===== src/rtl/ets_pkg.sv =====
// Shared types and constants for the ETS stream packer.
//   state_e  : capture FSM states
//   WORD_W   : output word width
//   DEF_*    : default parameter values
//   idx_w()  : index width for an N-entry space, never less than 1 bit
package ets_pkg;

  localparam int unsigned WORD_W        = 32;
  localparam int unsigned DEF_NUM_CH    = 4;
  localparam int unsigned DEF_PHASES    = 10;
  localparam int unsigned DEF_PAT_W     = 32;
  localparam int unsigned DEF_REC_WORDS = 64;

  typedef enum logic [1:0] {
    ST_IDLE    = 2'd0,
    ST_ARM     = 2'd1,
    ST_CAPTURE = 2'd2,
    ST_NEXT    = 2'd3
  } state_e;

  function automatic int unsigned idx_w(input int unsigned n);
    return (n > 1) ? $clog2(n) : 1;
  endfunction

endpackage


===== src/rtl/ets_stream_packer_if.sv =====
// AXI-Stream bus carrying packed record words.
//   tvalid/tready : handshake
//   tdata         : 32-bit record word
//   tlast         : final word of a record
//   tuser         : comparator channel the record came from
interface ets_stream_packer_if
  import ets_pkg::*;
#(
  parameter int unsigned NUM_CH = DEF_NUM_CH
);
  localparam int unsigned USER_W = idx_w(NUM_CH);

  logic              tvalid;
  logic              tready;
  logic [WORD_W-1:0] tdata;
  logic              tlast;
  logic [USER_W-1:0] tuser;

  modport master (output tvalid, output tdata, output tlast, output tuser, input tready);
  modport slave  (input tvalid, input tdata, input tlast, input tuser, output tready);

endinterface


===== src/rtl/ets_word_fifo.sv =====
// Two-entry output FIFO. Head entry is always ent0, so rd_data comes straight
// from a register and holds while the consumer stalls.
//   push/push_data : write side; a push into a full FIFO is dropped (drop_c)
//                    unless a pop happens in the same cycle
//   pop_ready      : consumer ready; pops when rd_valid
//   rd_valid/rd_data : registered head entry
//   valid_d_c      : next-cycle value of rd_valid
module ets_word_fifo #(
  parameter int unsigned W = 35
) (
  input  logic         clk,
  input  logic         rst,
  input  logic         push,
  input  logic [W-1:0] push_data,
  input  logic         pop_ready,
  output logic         rd_valid,
  output logic [W-1:0] rd_data,
  output logic         valid_d_c,
  output logic         drop_c
);

  logic [1:0]   cnt_q, cnt_d;
  logic [W-1:0] ent0_q, ent0_d;
  logic [W-1:0] ent1_q, ent1_d;
  logic         valid_q;
  logic         pop_c;
  logic         accept_c;

  // Pop first, then place an accepted push behind whatever remains.
  always_comb begin
    cnt_d    = cnt_q;
    ent0_d   = ent0_q;
    ent1_d   = ent1_q;
    pop_c    = pop_ready && (cnt_q != 2'd0);
    accept_c = push && ((cnt_q != 2'd2) || pop_c);
    drop_c   = push && !accept_c;
    if (pop_c) begin
      ent0_d = ent1_q;
      cnt_d  = cnt_q - 2'd1;
    end
    if (accept_c) begin
      if (cnt_d == 2'd0) ent0_d = push_data;
      else               ent1_d = push_data;
      cnt_d = cnt_d + 2'd1;
    end
    valid_d_c = (cnt_d != 2'd0);
  end

  always_ff @(posedge clk) begin
    if (rst) begin
      cnt_q   <= 2'd0;
      ent0_q  <= '0;
      ent1_q  <= '0;
      valid_q <= 1'b0;
    end else begin
      cnt_q   <= cnt_d;
      ent0_q  <= ent0_d;
      ent1_q  <= ent1_d;
      valid_q <= valid_d_c;
    end
  end

  assign rd_valid = valid_q;
  assign rd_data  = ent0_q;

endmodule


===== src/rtl/ets_stream_packer.sv =====
// Equivalent-time sampling packer: drives a phase-pattern table to the
// transceiver, captures one comparator channel per record aligned to phase 0,
// packs samples LSB-first into 32-bit words and streams them out over AXIS.
//   sample_clk, rst          : clock, synchronous active-high reset
//   cmp_data                 : raw comparator bits
//   pat_wr_*                 : pattern table write port
//   start/mode/ch_sel        : capture request (mode 1 = all channels in turn)
//   pat_data/phase_idx       : current pattern word / phase
//   busy/overflow            : activity and sticky drop flag
//   m_axis                   : record word stream, tuser = channel
module ets_stream_packer
  import ets_pkg::*;
#(
  parameter  int unsigned NUM_CH    = DEF_NUM_CH,
  parameter  int unsigned PHASES    = DEF_PHASES,
  parameter  int unsigned PAT_W     = DEF_PAT_W,
  parameter  int unsigned REC_WORDS = DEF_REC_WORDS,
  localparam int unsigned CH_W      = idx_w(NUM_CH),
  localparam int unsigned PH_W      = idx_w(PHASES)
) (
  input  logic                sample_clk,
  input  logic                rst,
  input  logic [NUM_CH-1:0]   cmp_data,
  input  logic                pat_wr_en,
  input  logic [PH_W-1:0]     pat_wr_addr,
  input  logic [PAT_W-1:0]    pat_wr_data,
  input  logic                start,
  input  logic                mode,
  input  logic [CH_W-1:0]     ch_sel,
  output logic [PAT_W-1:0]    pat_data,
  output logic [PH_W-1:0]     phase_idx,
  output logic                busy,
  output logic                overflow,
  ets_stream_packer_if.master m_axis
);

  localparam int unsigned WC_W   = idx_w(REC_WORDS);
  localparam int unsigned BIT_W  = idx_w(WORD_W);
  localparam int unsigned FIFO_W = WORD_W + 1 + CH_W;

  logic [PAT_W-1:0]  table_q [PHASES];
  logic [PAT_W-1:0]  pat_data_q;
  logic [PH_W-1:0]   phase_q, phase_d;
  logic              pat_we_c;

  state_e            state_q, state_d;
  logic              mode_q, mode_d;
  logic [CH_W-1:0]   ch_q, ch_d;
  logic [BIT_W-1:0]  bit_cnt_q, bit_cnt_d;
  logic [WC_W-1:0]   word_cnt_q, word_cnt_d;
  logic              start_ok_c;

  // Sample-issue markers, delayed one cycle to line up with sample_q.
  logic              sv_q, sv_d;
  logic              sw_q, sw_d;
  logic              sl_q, sl_d;

  logic [NUM_CH-1:0] cmp_q;
  logic              sample_q;
  logic [WORD_W-2:0] sh_q, sh_d;
  logic [WORD_W-1:0] word_c;
  logic              push_c;
  logic [FIFO_W-1:0] push_payload_c;

  logic              busy_q, busy_d;
  logic              overflow_q, overflow_d;

  logic              fifo_valid;
  logic [FIFO_W-1:0] fifo_head;
  logic              fifo_valid_d_c;
  logic              drop_c;

  // Phase counter and table write qualification.
  always_comb begin
    phase_d  = (phase_q == PH_W'(PHASES - 1)) ? '0 : phase_q + PH_W'(1);
    pat_we_c = pat_wr_en && (32'(pat_wr_addr) < PHASES);
  end

  // Pattern table; the read uses the pre-write contents (old data on collision).
  always_ff @(posedge sample_clk) begin
    if (rst) begin
      for (int i = 0; i < int'(PHASES); i++) table_q[i] <= '0;
      pat_data_q <= '0;
      phase_q    <= '0;
    end else begin
      pat_data_q <= table_q[phase_q];
      phase_q    <= phase_d;
      if (pat_we_c) table_q[pat_wr_addr] <= pat_wr_data;
    end
  end

  // Capture FSM. In ARM at phase 0 the next CAPTURE cycle issues sample 0,
  // which reaches the packer as the comparator value seen at phase 0.
  always_comb begin
    state_d    = state_q;
    mode_d     = mode_q;
    ch_d       = ch_q;
    bit_cnt_d  = bit_cnt_q;
    word_cnt_d = word_cnt_q;
    sv_d       = 1'b0;
    sw_d       = 1'b0;
    sl_d       = 1'b0;
    start_ok_c = 1'b0;
    unique case (state_q)
      ST_IDLE: begin
        if (start) begin
          start_ok_c = 1'b1;
          mode_d     = mode;
          ch_d       = mode ? '0 : ch_sel;
          state_d    = ST_ARM;
        end
      end
      ST_ARM: begin
        bit_cnt_d  = '0;
        word_cnt_d = '0;
        if (phase_q == '0) state_d = ST_CAPTURE;
      end
      ST_CAPTURE: begin
        sv_d      = 1'b1;
        bit_cnt_d = bit_cnt_q + BIT_W'(1);
        if (bit_cnt_q == BIT_W'(WORD_W - 1)) begin
          sw_d       = 1'b1;
          word_cnt_d = word_cnt_q + WC_W'(1);
          if (word_cnt_q == WC_W'(REC_WORDS - 1)) begin
            sl_d    = 1'b1;
            state_d = (mode_q && (ch_q != CH_W'(NUM_CH - 1))) ? ST_NEXT : ST_IDLE;
          end
        end
      end
      ST_NEXT: begin
        ch_d    = ch_q + CH_W'(1);
        state_d = ST_ARM;
      end
      default: state_d = ST_IDLE;
    endcase
  end

  // Packer: new sample enters at the top, so sample 0 ends at bit 0.
  always_comb begin
    sh_d           = sv_q ? {sample_q, sh_q[WORD_W-2:1]} : sh_q;
    word_c         = {sample_q, sh_q};
    push_c         = sv_q && sw_q;
    push_payload_c = {ch_q, sl_q, word_c};
    overflow_d     = overflow_q;
    if (start_ok_c)  overflow_d = 1'b0;
    else if (drop_c) overflow_d = 1'b1;
    busy_d = (state_d != ST_IDLE) || sv_d || fifo_valid_d_c;
  end

  always_ff @(posedge sample_clk) begin
    if (rst) begin
      state_q    <= ST_IDLE;
      mode_q     <= 1'b0;
      ch_q       <= '0;
      bit_cnt_q  <= '0;
      word_cnt_q <= '0;
      sv_q       <= 1'b0;
      sw_q       <= 1'b0;
      sl_q       <= 1'b0;
      cmp_q      <= '0;
      sample_q   <= 1'b0;
      sh_q       <= '0;
      busy_q     <= 1'b0;
      overflow_q <= 1'b0;
    end else begin
      state_q    <= state_d;
      mode_q     <= mode_d;
      ch_q       <= ch_d;
      bit_cnt_q  <= bit_cnt_d;
      word_cnt_q <= word_cnt_d;
      sv_q       <= sv_d;
      sw_q       <= sw_d;
      sl_q       <= sl_d;
      cmp_q      <= cmp_data;
      sample_q   <= cmp_q[ch_q];
      sh_q       <= sh_d;
      busy_q     <= busy_d;
      overflow_q <= overflow_d;
    end
  end

  ets_word_fifo #(
    .W (FIFO_W)
  ) u_fifo (
    .clk       (sample_clk),
    .rst       (rst),
    .push      (push_c),
    .push_data (push_payload_c),
    .pop_ready (m_axis.tready),
    .rd_valid  (fifo_valid),
    .rd_data   (fifo_head),
    .valid_d_c (fifo_valid_d_c),
    .drop_c    (drop_c)
  );

  assign m_axis.tvalid = fifo_valid;
  assign m_axis.tdata  = fifo_head[WORD_W-1:0];
  assign m_axis.tlast  = fifo_head[WORD_W];
  assign m_axis.tuser  = fifo_head[WORD_W+1 +: CH_W];

  assign pat_data  = pat_data_q;
  assign phase_idx = phase_q;
  assign busy      = busy_q;
  assign overflow  = overflow_q;

endmodule


===== src/flat_wrapper.sv =====
// flat-port wrapper written by rule: the top's interface ports become plain ports
module ets_stream_packer_flat import ets_pkg::*;
#(
  parameter  int unsigned NUM_CH    = DEF_NUM_CH,
  parameter  int unsigned PHASES    = DEF_PHASES,
  parameter  int unsigned PAT_W     = DEF_PAT_W,
  parameter  int unsigned REC_WORDS = DEF_REC_WORDS,
  localparam int unsigned CH_W      = idx_w(NUM_CH),
  localparam int unsigned PH_W      = idx_w(PHASES)
)
  (sample_clk, rst, cmp_data, pat_wr_en, pat_wr_addr, pat_wr_data, start, mode, ch_sel, pat_data, phase_idx, busy, overflow, m_axis_tvalid, m_axis_tdata, m_axis_tlast, m_axis_tuser, m_axis_tready);
  ets_stream_packer_if #(.NUM_CH(NUM_CH)) m_axis_i ();
  input  logic sample_clk;
  input  logic rst;
  input  logic [NUM_CH-1:0] cmp_data;
  input  logic pat_wr_en;
  input  logic [PH_W-1:0] pat_wr_addr;
  input  logic [PAT_W-1:0] pat_wr_data;
  input  logic start;
  input  logic mode;
  input  logic [CH_W-1:0] ch_sel;
  output logic [PAT_W-1:0] pat_data;
  output logic [PH_W-1:0] phase_idx;
  output logic busy;
  output logic overflow;
  output wire logic [$bits(m_axis_i.tvalid)-1:0] m_axis_tvalid;
  output wire logic [$bits(m_axis_i.tdata)-1:0] m_axis_tdata;
  output wire logic [$bits(m_axis_i.tlast)-1:0] m_axis_tlast;
  output wire logic [$bits(m_axis_i.tuser)-1:0] m_axis_tuser;
  input wire logic [$bits(m_axis_i.tready)-1:0] m_axis_tready;
  assign m_axis_tvalid = m_axis_i.tvalid;
  assign m_axis_tdata = m_axis_i.tdata;
  assign m_axis_tlast = m_axis_i.tlast;
  assign m_axis_tuser = m_axis_i.tuser;
  assign m_axis_i.tready = m_axis_tready;
  ets_stream_packer #(.NUM_CH(NUM_CH), .PHASES(PHASES), .PAT_W(PAT_W), .REC_WORDS(REC_WORDS)) u_core (.sample_clk(sample_clk), .rst(rst), .cmp_data(cmp_data), .pat_wr_en(pat_wr_en), .pat_wr_addr(pat_wr_addr), .pat_wr_data(pat_wr_data), .start(start), .mode(mode), .ch_sel(ch_sel), .pat_data(pat_data), .phase_idx(phase_idx), .busy(busy), .overflow(overflow), .m_axis(m_axis_i));
endmodule

===== config.mk =====
export PLATFORM = sky130hd
export DESIGN_NAME = ets_stream_packer_flat
export DESIGN_NICKNAME = d
export VERILOG_FILES = /design/src/rtl/ets_pkg.sv /design/src/rtl/ets_stream_packer_if.sv /design/src/rtl/ets_word_fifo.sv /design/src/rtl/ets_stream_packer.sv /design/src/flat_wrapper.sv
export SDC_FILE = /design/constraint.sdc
export NUM_CORES = 1
export LEC_CHECK = 0
export CORE_MARGIN = 1.5
export CORE_UTILIZATION = 35
export DETAILED_ROUTE_END_ITERATION = 10
export GPL_TIMING_DRIVEN = 0
export MAX_ROUTING_LAYER = met4
export SETUP_SLACK_MARGIN = 0.02
export SKIP_LAST_GASP = 1
export SLEW_MARGIN = 20
export SYNTH_ARGS = -nofsm -noshare
export SYNTH_HDL_FRONTEND = slang
export SYNTH_SLANG_ARGS = --single-unit

===== constraint.sdc =====
create_clock -name sample_clk -period 2.45 [get_ports sample_clk]
set_input_delay 0.245 -clock sample_clk [delete_from_list [all_inputs] [get_ports sample_clk]]
set_output_delay 0.245 -clock sample_clk [all_outputs]
set_load 0.03 [all_outputs]

==> metrics.txt <==
WP data arrival ~2.8 ns; Tot Pwr between 20 and 30 mW; Final setup viols between 70 and 80; class of the worst hold path in -> reg; H-tree levels 3; P_leak around 11 nW; hold violation total from the final report 0; hold buffers post-CTS 0; CTS Sinks between 600 and 700; io pins about 120; critical path fanouts, max 18; # Max-Cap Violations 0; chip width about 280 µm; vias in the first global route approximately 17000; CP most frequent cell clkbuf_1; ANT nets after route 0; Peak supply drop around 600 µV; ys async rst share 0%; first-pass GRT wire length between 90000 and 100000 µm; EDFF count, synth roughly 500; pin count of the biggest net entering global routing 33; Synth Area per Inst 14.7 µm²; Worst setup EP type flip-flop; Port Buffers about 120; clock insertion delay at the later pin of the skew report 0.62 ns; worst rel slew slack between 30 and 40%; post-synthesis cell type count 58; startpoint class of the critical path input port; drt via density ~4.9; GRT Total Usage around 17%; dpl hpwl roughly 42000 µm; initial core utilization roughly 35%; period utilization 103%; gpl congestion 0.833; Pre-antenna DRT Iters 5; Worst Tran Pin Value between 0.9 and 1 ns; Mapped Area between 20000 and 30000 µm²; die area between 70000 and 80000 µm²; CP max stage delay about 0.70 ns; TritonCTS buffer count 73; most common cell after layout, fill and taps aside edfxtp_1; PD cells 805 nW/µm²; CP Class in -> reg; Gate Count Post-Synth ~1900; Nets 2317; First DRT Iteration DRCs about 1300; Slew Viols, Final 0; Worst-path clk slew ~0.06 ns; slowest CP cell clkdlybuf4s50_1; crit path buf inv count 4; TritonCTS clock tree yes; core region area about 77000 µm²; status finished, violations left; FP Rows 102; most frequent cells in the layout edfxtp_1, nor2_1, conb_1; Area growth syn-to-layout 22.0%; total grt overflow 0; Final WS setup -0.0726 ns; most used flip-flop cell after synthesis edfxtp_1; CTS Root Cell clkbuf_16; unrepaired setup endpoints after global routing true; routed length per instance between 15 and 20 µm; pre-CTS WS -0.841 ns; clk_skew about 0.029 ns; DIE HEIGHT 282 µm; yosys warns 0; Vias between 15000 and 20000; FMAX 396 MHz; failing checks negative setup slack; critical-path cell list clkdlybuf4s50_1 > clkbuf_1 > clkbuf_1 > nand2b_2 > buf_16; antenna violations before repair 3; WL final 64900 µm; register area share after synthesis 68.4%; DRC 0; cell family with most CP delay buffers and inverters; Worst Path Required around 2.8 ns; Final min period roughly 2.5 ns; Longest Clk Path Bufs 3; layout cells sized above 1 between 10% and 20%; post-synthesis register bit count 678
## power breakdown
part           switching, mW  total [mW]  leakage, nW  internal (mW)
combinational           1.36        2.37         3.89           1.01
sequential             0.175        13.1         6.23           13.0
clock                   4.57        11.3         1.21           6.75
## registers in the layout, indices dropped and copies added (netlist names), 2 cells and up
signal                 cells
u_core.bit_cnt_q           5
u_core.ch_q                2
u_core.cmp_q               4
u_core.pat_data           32
u_core.phase_idx           4
u_core.sh_q               31
u_core.state_q             2
u_core.table_q           512
u_core.u_fifo.cnt_q        2
u_core.u_fifo.ent1_q      35
u_core.u_fifo.rd_data     35
u_core.word_cnt_q          6
## worst paths after layout
check                                          from                        to  slack, ns  cells past startpoint
worst min-delay path                 pat_wr_addr[2]      u_core.table_q[7][0]       0.11                      3
worst max register to register  u_core.phase_idx[1]       u_core.pat_data[20]       0.10                      5
worst min register to register          u_core.sl_q  u_core.u_fifo.ent1_q[32]       0.45                      2
worst max-delay path                            rst      u_core.table_q[5][3]      -0.07                      5
## final cells by class
class / instances / area, µm²
Fill cell: 7044 / 44000
Sequential cell: 678 / 18700
Multi-Input combinational cell: 1211 / 8600
Clock buffer: 95 / 2030
Timing Repair Buffer: 126 / 1330
Tap cell: 1040 / 1300
Buffer: 123 / 763
Clock inverter: 39 / 459
Inverter: 42 / 158
Antenna cell: 3 / 7.51
## synth_stat cells (20+ instances only)
master	n	area share, %
a21oi_1	50	0.92
a311oi_1	35	1.1
buf_2	56	1.0
clkbuf_1	36	0.49
dfxtp_1	166	12
edfxtp_1	512	56
inv_1	41	0.56
mux2i_1	98	3.6
mux4_2	129	11
nand2_1	153	2.1
nand2_2	30	0.69
nand2b_1	20	0.46
nor2_1	379	5.2
o22ai_1	32	0.73
## logic make-up (layout without fill, tap and decap cells)
family          after synthesis  in the layout  synth area share [%]
other cells                   1            195                0.0137
xor+xnor                      4              4                 0.128
compound gates              145            145                  3.59
simple gates                629            629                  9.91
mux                         227            227                  14.2
fa+ha+maj                    14             14                 0.641
flops                       678            678                  68.4
buf+inv                     165            425                  3.07
## metal layers
layer  vias up  part of all wire [%]  wire length [µm]  GRT usage, %
met2       542                    49             32100          28.2
li1       7473                     -                 -             -
met1      8185                    41             26700          21.1
met5         -                     0                 0             -
met3       125                   6.8              4390          3.45
met4         0                   2.6              1700          5.64
## stage by stage
stage | cell area [µm²] | cells | hold WS, ns | util, % | setup TNS [ns]
2_1_floorplan | 28000 | 2054 | 0.373 | - | 0
3_3_place_gp | 30500 | 3212 | 0.441 | 39.5 | -522.77
3_5_place_dp | 30700 | 3217 | 0.446 | 39.7 | -200.88
4_1_cts | 33200 | 3352 | 0.0888 | 43.0 | 0
5_1_grt | 33400 | 3357 | 0.106 | 43.1 | -8.21
6_report | 33400 | 3357 | 0.114 | 43.1 | -3.22
## tightest hold or removal path, delay by kind of cell
family / cells / cell delay (ns)
buf+inv: 1 / 0.16
simple gates: 2 / 0.16
## timing repair
item,4_1_cts,5_1_grt
endpoints found under the setup margin,85,265
endpoints found under the hold margin,0,0
setup buffers,1,2
pin swaps,1,1
resized for setup,15,37
Note: power is estimated with default switching activity, not from simulation.
